### src/rtl/t48_pmem_fetch.sv
// t48_pmem_fetch
// Program-memory fetch engine for the T48 core. It serves each accepted fetch
// from the on-chip ROM or through an 8048-style external bus cycle
// (ALE, then address hold, then PSEN_n low).
// The fetched byte is returned with a one-clk valid strobe.
module t48_pmem_fetch #(
   parameter int ROM_SIZE_LOG2 = 10,
   parameter int PSEN_WAIT     = 1
) (
   input  logic        clk_i,
   input  logic        res_i,
   input  logic        en_clk_i,
   input  logic        req_i,
   input  logic [11:0] addr_i,
   input  logic        ea_i,
   output logic        busy_o,
   output logic        valid_o,
   output logic [7:0]  data_o,
   output logic [11:0] rom_addr_o,
   input  logic [7:0]  rom_data_i,
   output logic        ale_o,
   output logic        psen_n_o,
   output logic [7:0]  db_o,
   output logic        db_dir_o,
   input  logic [7:0]  db_i,
   output logic [3:0]  p2_addr_o
);

   typedef enum logic [2:0] {
      IDLE,
      INT_RD,
      EXT_ALE,
      EXT_ADDR,
      EXT_PSEN
   } state_t;

   // Reload value for the PSEN wait counter. The last PSEN-low clk is the one with count 0.
   localparam logic [3:0] WAIT_LOAD = 4'(PSEN_WAIT - 1);

   state_t      state_q;
   state_t      state_d;
   logic [11:0] addr_q;
   logic [3:0]  wait_cnt_q;
   logic        ext_sel;
   logic        accept;
   logic        done;

   // A fetch goes external when forced by EA, or when the address lies above the internal ROM.
   assign ext_sel    = ea_i | ((addr_i >> ROM_SIZE_LOG2) != 12'd0);
   assign accept     = en_clk_i & req_i & (state_q == IDLE);
   assign busy_o     = (state_q != IDLE);
   assign rom_addr_o = addr_q;

   // State register; the clock enable is applied in the next-state logic
   always_ff @(posedge clk_i or posedge res_i) begin
      if (res_i) begin
         state_q <= IDLE;
      end else begin
         state_q <= state_d;
      end
   end

   // Next-state decode; done flags the enabled clk that completes a fetch
   always_comb begin
      state_d = state_q;
      done    = 1'b0;
      if (en_clk_i) begin
         case (state_q)
            IDLE: begin
               if (req_i) begin
                  state_d = ext_sel ? EXT_ALE : INT_RD;
               end
            end
            INT_RD: begin
               state_d = IDLE;
               done    = 1'b1;
            end
            EXT_ALE: begin
               state_d = EXT_ADDR;
            end
            EXT_ADDR: begin
               state_d = EXT_PSEN;
            end
            EXT_PSEN: begin
               if (wait_cnt_q == 4'd0) begin
                  state_d = IDLE;
                  done    = 1'b1;
               end
            end
            default: begin
               state_d = IDLE;
            end
         endcase
      end
   end

   // External bus strobes and DB drive, decoded purely from registered state
   always_comb begin
      ale_o    = 1'b0;
      psen_n_o = 1'b1;
      db_dir_o = 1'b0;
      db_o     = 8'h00;
      case (state_q)
         EXT_ALE: begin
            ale_o    = 1'b1;
            db_dir_o = 1'b1;
            db_o     = addr_q[7:0];
         end
         EXT_ADDR: begin
            db_dir_o = 1'b1;
            db_o     = addr_q[7:0];
         end
         EXT_PSEN: begin
            psen_n_o = 1'b0;
         end
         default: begin
         end
      endcase
   end

   // Address latch, upper-address port (held between external fetches) and PSEN wait counter
   always_ff @(posedge clk_i or posedge res_i) begin
      if (res_i) begin
         addr_q     <= 12'h000;
         p2_addr_o  <= 4'h0;
         wait_cnt_q <= 4'd0;
      end else if (en_clk_i) begin
         if (accept) begin
            addr_q <= addr_i;
            if (ext_sel) begin
               p2_addr_o <= addr_i[11:8];
            end
         end
         if (state_q == EXT_ADDR) begin
            wait_cnt_q <= WAIT_LOAD;
         end else if ((state_q == EXT_PSEN) && (wait_cnt_q != 4'd0)) begin
            wait_cnt_q <= wait_cnt_q - 4'd1;
         end
      end
   end

   // Read-data capture; valid is cleared every clk, so it never stretches across disabled clks
   always_ff @(posedge clk_i or posedge res_i) begin
      if (res_i) begin
         valid_o <= 1'b0;
         data_o  <= 8'h00;
      end else begin
         valid_o <= done;
         if (done) begin
            data_o <= (state_q == INT_RD) ? rom_data_i : db_i;
         end
      end
   end

endmodule
### config.mk
export PLATFORM = sky130hd
export DESIGN_NAME = t48_pmem_fetch
export DESIGN_NICKNAME = d
export VERILOG_FILES = /design/src/rtl/t48_pmem_fetch.sv
export SDC_FILE = /design/constraint.sdc
export NUM_CORES = 1
export LEC_CHECK = 0
export ABC_CLOCK_PERIOD_IN_PS = 2400
export CAP_MARGIN = 30
export CORE_UTILIZATION = 41
export CTS_CLUSTER_DIAMETER = 50
export DETAILED_ROUTE_END_ITERATION = 6
export GPL_TIMING_DRIVEN = 0
export PLACE_DENSITY = 0.79
export SETUP_SLACK_MARGIN = 0.5
export SYNTH_ARGS = -nofsm -noshare
export SYNTH_HDL_FRONTEND = slang
export SYNTH_SLANG_ARGS = --single-unit
### constraint.sdc
create_clock -name clk_i -period 2.4 [get_ports clk_i]
set_input_delay 0.48 -clock clk_i [delete_from_list [all_inputs] [get_ports clk_i]]
set_output_delay 0.48 -clock clk_i [all_outputs]
set_load 0.005 [all_outputs]
==> summary.txt, run 1 <==
Run status
  • Status: complete, no violations

Timing
  • Worst Tran Pin Value: 506.4 ps
  • Max Clock Freq: 515.3 MHz
  • Worst Skew: 6.310 ps
  • Fin crit share: 0.8086
  • Final Hold Viols: 0
  • Final Max Tran Viols: 0
  • Final worst slack: 459.3 ps
  • Slew headroom: 0.6613
  • Setup TNS: 0 ps
  • RSZ-0062 raised after global routing: yes
  • Hold WS: 490.2 ps
  • Setup violators final: 0
  • Min Clock Period, post-route: 1941 ps

Yosys
  • Post-synth EDFFs: 0
  • Net Count, Synth: 171
  • Synth async-reset ratio: 1.000
  • Top FF cell, synth: dfrtp_1
  • Synth unique cells: 40
  • Simple-Gate Fraction of Synth Area: 0.1873
  • Xor/xnor share of the synthesized area: 0
  • Syn Area/Cell: 11.59 µm²
  • Post-Synth Adder-Cell Area: 0.01587
  • Post-synthesis compound-gate area fraction: 0.08492
  • Main combinational cell family by area after synthesis: simple AND/OR/NAND/NOR gates
  • Mapped Cells: 136
  • Multiplexer share of the synthesized area: 0.1556
  • #FFs+latches synth: 32
  • Total number of yosys warnings: 0
  • Sequential fraction of the synthesis area: 0.5079
  • Synth Cell Area: 0.001577 mm²

Detailed routing
  • DRT iter0 DRCs: 70
  • Pre-antenna DRT Iters: 4
  • Met2 wire length: 2281 µm
  • Via Count: 1418
  • Max Used Layer: met4
  • Wire length on met3: 284 µm
  • Drt wl/cell: 15.94 µm
  • Vias per Instance: 5.232
  • DRC Markers: 0
  • Final wirelength: 4321 µm
  • M1 wire length: 1659 µm
  • Final ANT Viol Nets: 0

Global routing
  • Total grt overflow: 0
  • Total track usage: 0.2272
  • Antenna violations before repair: 0
  • Vias in the first global route: 1413
  • First-pass GRT wire length: 6775 µm
  • Largest net degree at the start of global routing: 25

Setup path
  • FF-to-FF path depth: 6
  • CP startpoint kind: flip-flop
  • Data arrival time of the worst path: 1460 ps
  • Crit end category: primary output
  • Crit path kind: flip-flop to primary output
  • Worst-path fanout max: 4
  • Worst endpoint required time: 1920 ps

Final layout
  • Commonest non-fill, non-tap cells in the layout: clkdlybuf4s50_1 (57), dfrtp_1 (32), nand2_1 (15)
  • Ratio of cells with drive above 1 in the final layout: 0.2646
  • Final instance area: 0.002585 mm²
  • Commonest non-fill, non-tap cell in the layout: clkdlybuf4s50_1
  • Ant. Diodes: 0
  • Area Growth Syn to Fin: 63.97%
  • NumNets Final: 257

Floorplan
  • Core area: 0.003661 mm²
  • Die area: 0.004097 mm²
  • Die W: 64.01 µm
  • Die height: 64.01 µm
  • Initial Util: 0.4306
  • IO Count: 70
  • # rows: 22

Power
  • Pwr Density: 1182 mW/mm²
  • Sw Pwr: 0.9430 mW
  • Total power: 3.056 mW
  • Int Power: 2.113 mW
  • Static leakage: 1.151 nW
  • Sequential Power Share: 0.296
  • Sw Share: 0.3086
  • Logic pwr share: 0.538
  • Maximum VDD drop: 557.9 µV
  • Clock Power Share: 0.166

Hold path
  • HP Class: flip-flop to flip-flop
  • Hold depth: 2

Clock tree
  • CTS root buf: clkbuf_8
  • CTS clk-pin slew, worst paths: 60 ps
  • Skew-Pair Late Insertion Delay: 290 ps
  • CTS tree: built
  • H-tree Lvls: 2
  • Clock tree buffer depth: 2
  • Number of CTS-inserted buffers: 5
  • Clock sinks: 32

Place
  • IO buf count: 69
  • Post-Place Worst Slack: 176.2 ps
  • Dpl cell area: 0.002355 mm²
  • GPL Wtd Cong: 0.7254
  • HPWL Detailed: 2906 µm

Job
  • Max cap viols: 0
layer usage:
layer,track usage,up-vias
met3,0.06786,8
li1,-,645
met4,0.09659,0
met5,0,-
met1,0.2517,703
met2,0.4003,62
flip-flops by register name (all words and copies together) (netlist names):
signal / count
rom_addr_o: 12
state_q: 3
valid_o: 1
p2_addr_o: 4
data_o: 8
wait_cnt_q: 4
power by group through the flow:
| stage | combinational [mW] | clock [mW] | sequential [mW] |
|---|---|---|---|
| final | 1.64 | 0.506 | 0.906 |
| after global routing | 1.77 | 0.540 | 0.935 |
| after CTS | 1.58 | 0.514 | 0.901 |
| after floorplan | 0.612 | 0 | 0.904 |
| after detailed placement | 1.42 | 0 | 0.902 |
| after global placement | 1.37 | 0 | 0.884 |
final timing paths:
path	startpoint	endpoint	slack, ps
min	data_o[0]	data_o[0]	490
max	state_q[2]	db_o[1]	460
max in group asynchronous	res_i	data_o[3]	1430
min reg2reg	data_o[0]	data_o[0]	490
max reg2reg	state_q[0]	rom_addr_o[0]	580
min in group asynchronous	res_i	rom_addr_o[1]	500
metrics by stage:
step,util,instances
detailed placement,0.6432,254
floorplan,-,136
global placement,0.6357,253
CTS,0.6986,271
global route,0.7061,271
finish,0.7061,271
critical path, cell delays in order (launching register included):
cell and delay (ps):
dfrtp_1 400, buf_6 130, nor2b_4 160, clkbuf_8 160
and2_1 120, clkdlybuf4s15_1 210
kinds of logic after synthesis:
kind of cell | Yosys count
fa+ha+maj | 2
compound gates | 20
mux | 22
simple gates | 48
flops | 32
buf+inv | 12
cells in the mapped netlist, types with 2 or more instances:
cell / count / area share
or3b_2: 2 / 0.011
a22o_1: 2 / 0.011
clkbuf_1: 2 / 0.0048
nor2b_1: 3 / 0.012
nor3_1: 3 / 0.0095
buf_6: 2 / 0.014
mux2_2: 12 / 0.086
o21ai_1: 2 / 0.0063
nand2_1: 15 / 0.036
ha_1: 2 / 0.016
inv_1: 5 / 0.012
nor2_1: 4 / 0.0095
o21ai_0: 7 / 0.022
mux2_4: 2 / 0.019
dfrtp_1: 32 / 0.51
mux2i_1: 8 / 0.051
nand4_1: 2 / 0.0079
and2_1: 9 / 0.036
cell type report:
cell class                      instances  area [µm²]
Buffer                                  7       78.83
Clock buffer                            6       72.57
Clock inverter                          2       35.03
Fill cell                             274        1076
Inverter                                5       18.77
Multi-Input combinational cell         92       733.2
Sequential cell                        32       800.8
Tap cell                               48       60.06
Timing Repair Buffer                   79       785.8
repair_timing:
item,4_1_cts,5_1_grt
endpoints found under the hold margin,0,0
resized for setup,51,11
setup buffers,8,0
gates cloned,1,0
pin swaps,2,0
endpoints found under the setup margin,12,18
hold buffers,0,0
Power figures use the tool's default switching activity.
==> run 2, diff against run 1 <==
--- a/config.mk
+++ b/config.mk
@@ -5,7 +5,7 @@
 export SDC_FILE = /design/constraint.sdc
 export NUM_CORES = 1
 export LEC_CHECK = 0
-export ABC_CLOCK_PERIOD_IN_PS = 2400
+export ABC_CLOCK_PERIOD_IN_PS = 1900
 export CAP_MARGIN = 30
 export CORE_UTILIZATION = 41
 export CTS_CLUSTER_DIAMETER = 50
==> constraint.sdc (replaced) <==
create_clock -name clk_i -period 1.9 [get_ports clk_i]
set_input_delay 0.38 -clock clk_i [delete_from_list [all_inputs] [get_ports clk_i]]
set_output_delay 0.38 -clock clk_i [all_outputs]
set_load 0.005 [all_outputs]
==> run 2 against run 1 <==
  * Non-clock buffer count is 33 higher
  * Via count grew 10%
  * Final cell count grew 12%
  * Design area up 19%
  * Clock skew is essentially flat
  * Global-route usage increased by 4.0 points
  * Critical endpoint is now psen_n_o
  * Largest power group unchanged
==> summary.txt, run 2 (synthesis results as in run 1) <==
Floorplan
  • # rows: 22
  • Die area: 0.004097 mm²
  • Core area: 0.003661 mm²
  • Die height: 64.01 µm
  • IO Count: 70
  • Initial Util: 0.4306
  • Die W: 64.01 µm

Final layout
  • Ant. Diodes: 0
  • NumNets Final: 290
  • Ratio of cells with drive above 1 in the final layout: 0.4902
  • Area Growth Syn to Fin: 95.32%
  • Commonest non-fill, non-tap cells in the layout: dfrtp_1 (32), clkdlybuf4s50_1 (32), buf_6 (28)
  • Max reg flops: 12
  • Fillers: 186

Global routing
  • Total track usage: 0.2676
  • Vias in the first global route: 1612
  • Antenna violations before repair: 0
  • Total grt overflow: 0
  • First-pass GRT wire length: 8066 µm
  • Largest net degree at the start of global routing: 22

Detailed routing
  • Drt wl/cell: 18.28 µm
  • Final wirelength: 5539 µm
  • Pre-antenna DRT Iters: 4
  • Vias per Instance: 5.165
  • DRC Markers: 0
  • Via Count: 1565
  • Final ANT Viol Nets: 0
  • DRT iter0 DRCs: 17

Power
  • Sw Pwr: 1.461 mW
  • Sequential Power Share: 0.259
  • Clock Power Share: 0.129
  • Maximum VDD drop: 960.5 µV
  • Pwr Density: 1449 mW/mm²
  • Logic pwr share: 0.612
  • Static leakage: 1.479 nW
  • Int Power: 3.001 mW
  • Sw Share: 0.3274

Setup path
  • Slowest stage delay, CP: 400 ps
  • CP startpoint kind: flip-flop
  • Worst-path fanout max: 5
  • R2R Path Start: state_q[1]
  • Data arrival time of the worst path: 1460 ps
  • Worst path buffer plus inverter count: 3
  • Slowest CP cell: dfrtp_1
  • Crit end category: primary output
  • Largest delay share family, worst path: flip-flops
  • Critical-path cell list: buf_6 -> buf_4 -> or3b_4 -> buf_6
  • Worst endpoint required time: 1520 ps
  • Worst Setup SP: state_q[1]
  • Crit path top cell by count: buf_6
  • Crit path kind: flip-flop to primary output

Clock tree
  • H-tree Lvls: 2
  • CTS tree: built
  • Skew-Pair Late Insertion Delay: 290 ps
  • Number of CTS-inserted buffers: 5
  • CTS clk-pin slew, worst paths: 70 ps
  • CTS root buf: clkbuf_8
  • Clock sinks: 32
  • Clock tree buffer depth: 2

Timing
  • Final Max Tran Viols: 0
  • Fin crit share: 0.9687
  • Min Clock Period, post-route: 1840 ps
  • Final Hold Viols: 0
  • Setup violators final: 0
  • RSZ-0062 raised after global routing: yes
  • Final worst slack: 59.53 ps
  • Max Clock Freq: 543.3 MHz
  • Setup TNS: 0 ps
  • Worst Skew: 6.003 ps
  • Worst Tran Pin Value: 532.8 ps
  • Slew headroom: 0.6444

Run status
  • Status: complete, no violations

Job
  • Max cap viols: 0

Place
  • IO buf count: 69
  • HPWL Detailed: 2770 µm
  • Post-Place Worst Slack: -89.42 ps
  • GPL Wtd Cong: 0.8077

Hold path
  • HP Class: primary input to asynchronous set/reset pin
## run 2: cell count changes in the layout (fill, tap and decap cells not counted), sizes merged
| cell | change |
|---|---|
| bufinv | -1 |
| clkdlybuf4s50 | -25 |
| clkinv | -1 |
| buf | +40 |
| dlygate4sd2 | +25 |
| clkdlybuf4s15 | -4 |
| clkbuf | -2 |
## run 2: layout make-up
class	count	area, µm²	area share
timing repair buffer	112	1116	0.3625
inverter	5	18.77	0.006095
tap	48	60.06	0.01950
clock buffer	7	96.34	0.03129
buffer	7	83.83	0.02722
sequential	32	800.8	0.2601
multi-input combinational	92	903.4	0.2934
## run 2: path summary, 6_finish.rpt
kind	endpoint	slack, ps	depth (start not counted)
max in group asynchronous	rom_addr_o[1]	980	3
min in group clk_i	data_o[3]	490	2
hold reg to reg	data_o[3]	490	2
setup / recovery	psen_n_o	60	4
setup reg to reg	rom_addr_o[3]	150	6
hold / removal	data_o[6]	430	2
## run 2: power by group through the flow
stage	clock, mW	sequential, mW	combinational, mW
floorplan	0	1.14	0.811
CTS	0.580	1.12	2.35
global route	0.605	1.19	2.90
global placement	0	1.12	1.77
detailed placement	0	1.14	1.81
finish	0.575	1.16	2.73
## run 2: routing by layer
layer / part of all wire / track usage / vias up
li1: - / - / 722
met1: 0.36 / 0.2750 / 735
met2: 0.54 / 0.5093 / 91
met3: 0.079 / 0.08571 / 17
met4: 0.025 / 0.07670 / 0
met5: 0 / 0 / -
## run 2: stage by stage
| step | instance area, µm² | hold WS (ps) | utilization | cells | total power [mW] |
|---|---|---|---|---|---|
| after global routing | 3079 | 481.9 | 0.8411 | 303 | 4.690 |
| after global placement | 2351 | 465.7 | 0.6422 | 253 | 2.892 |
| after detailed placement | 2379 | 478.6 | 0.6497 | 254 | 2.952 |
| after CTS | 2888 | 452.5 | 0.7888 | 297 | 4.054 |
| final | 3079 | 431.0 | 0.8411 | 303 | 4.461 |
| after floorplan | 1600 | 469.1 | - | 136 | 1.955 |
## run 2: timing repair
action                     4_1_cts  5_1_grt
pin swaps                       18        7
gates cloned                     3        0
setup endpoints to repair       66       43
gates resized for setup        123       38
hold buffers                     0        0
setup buffers                   33        6
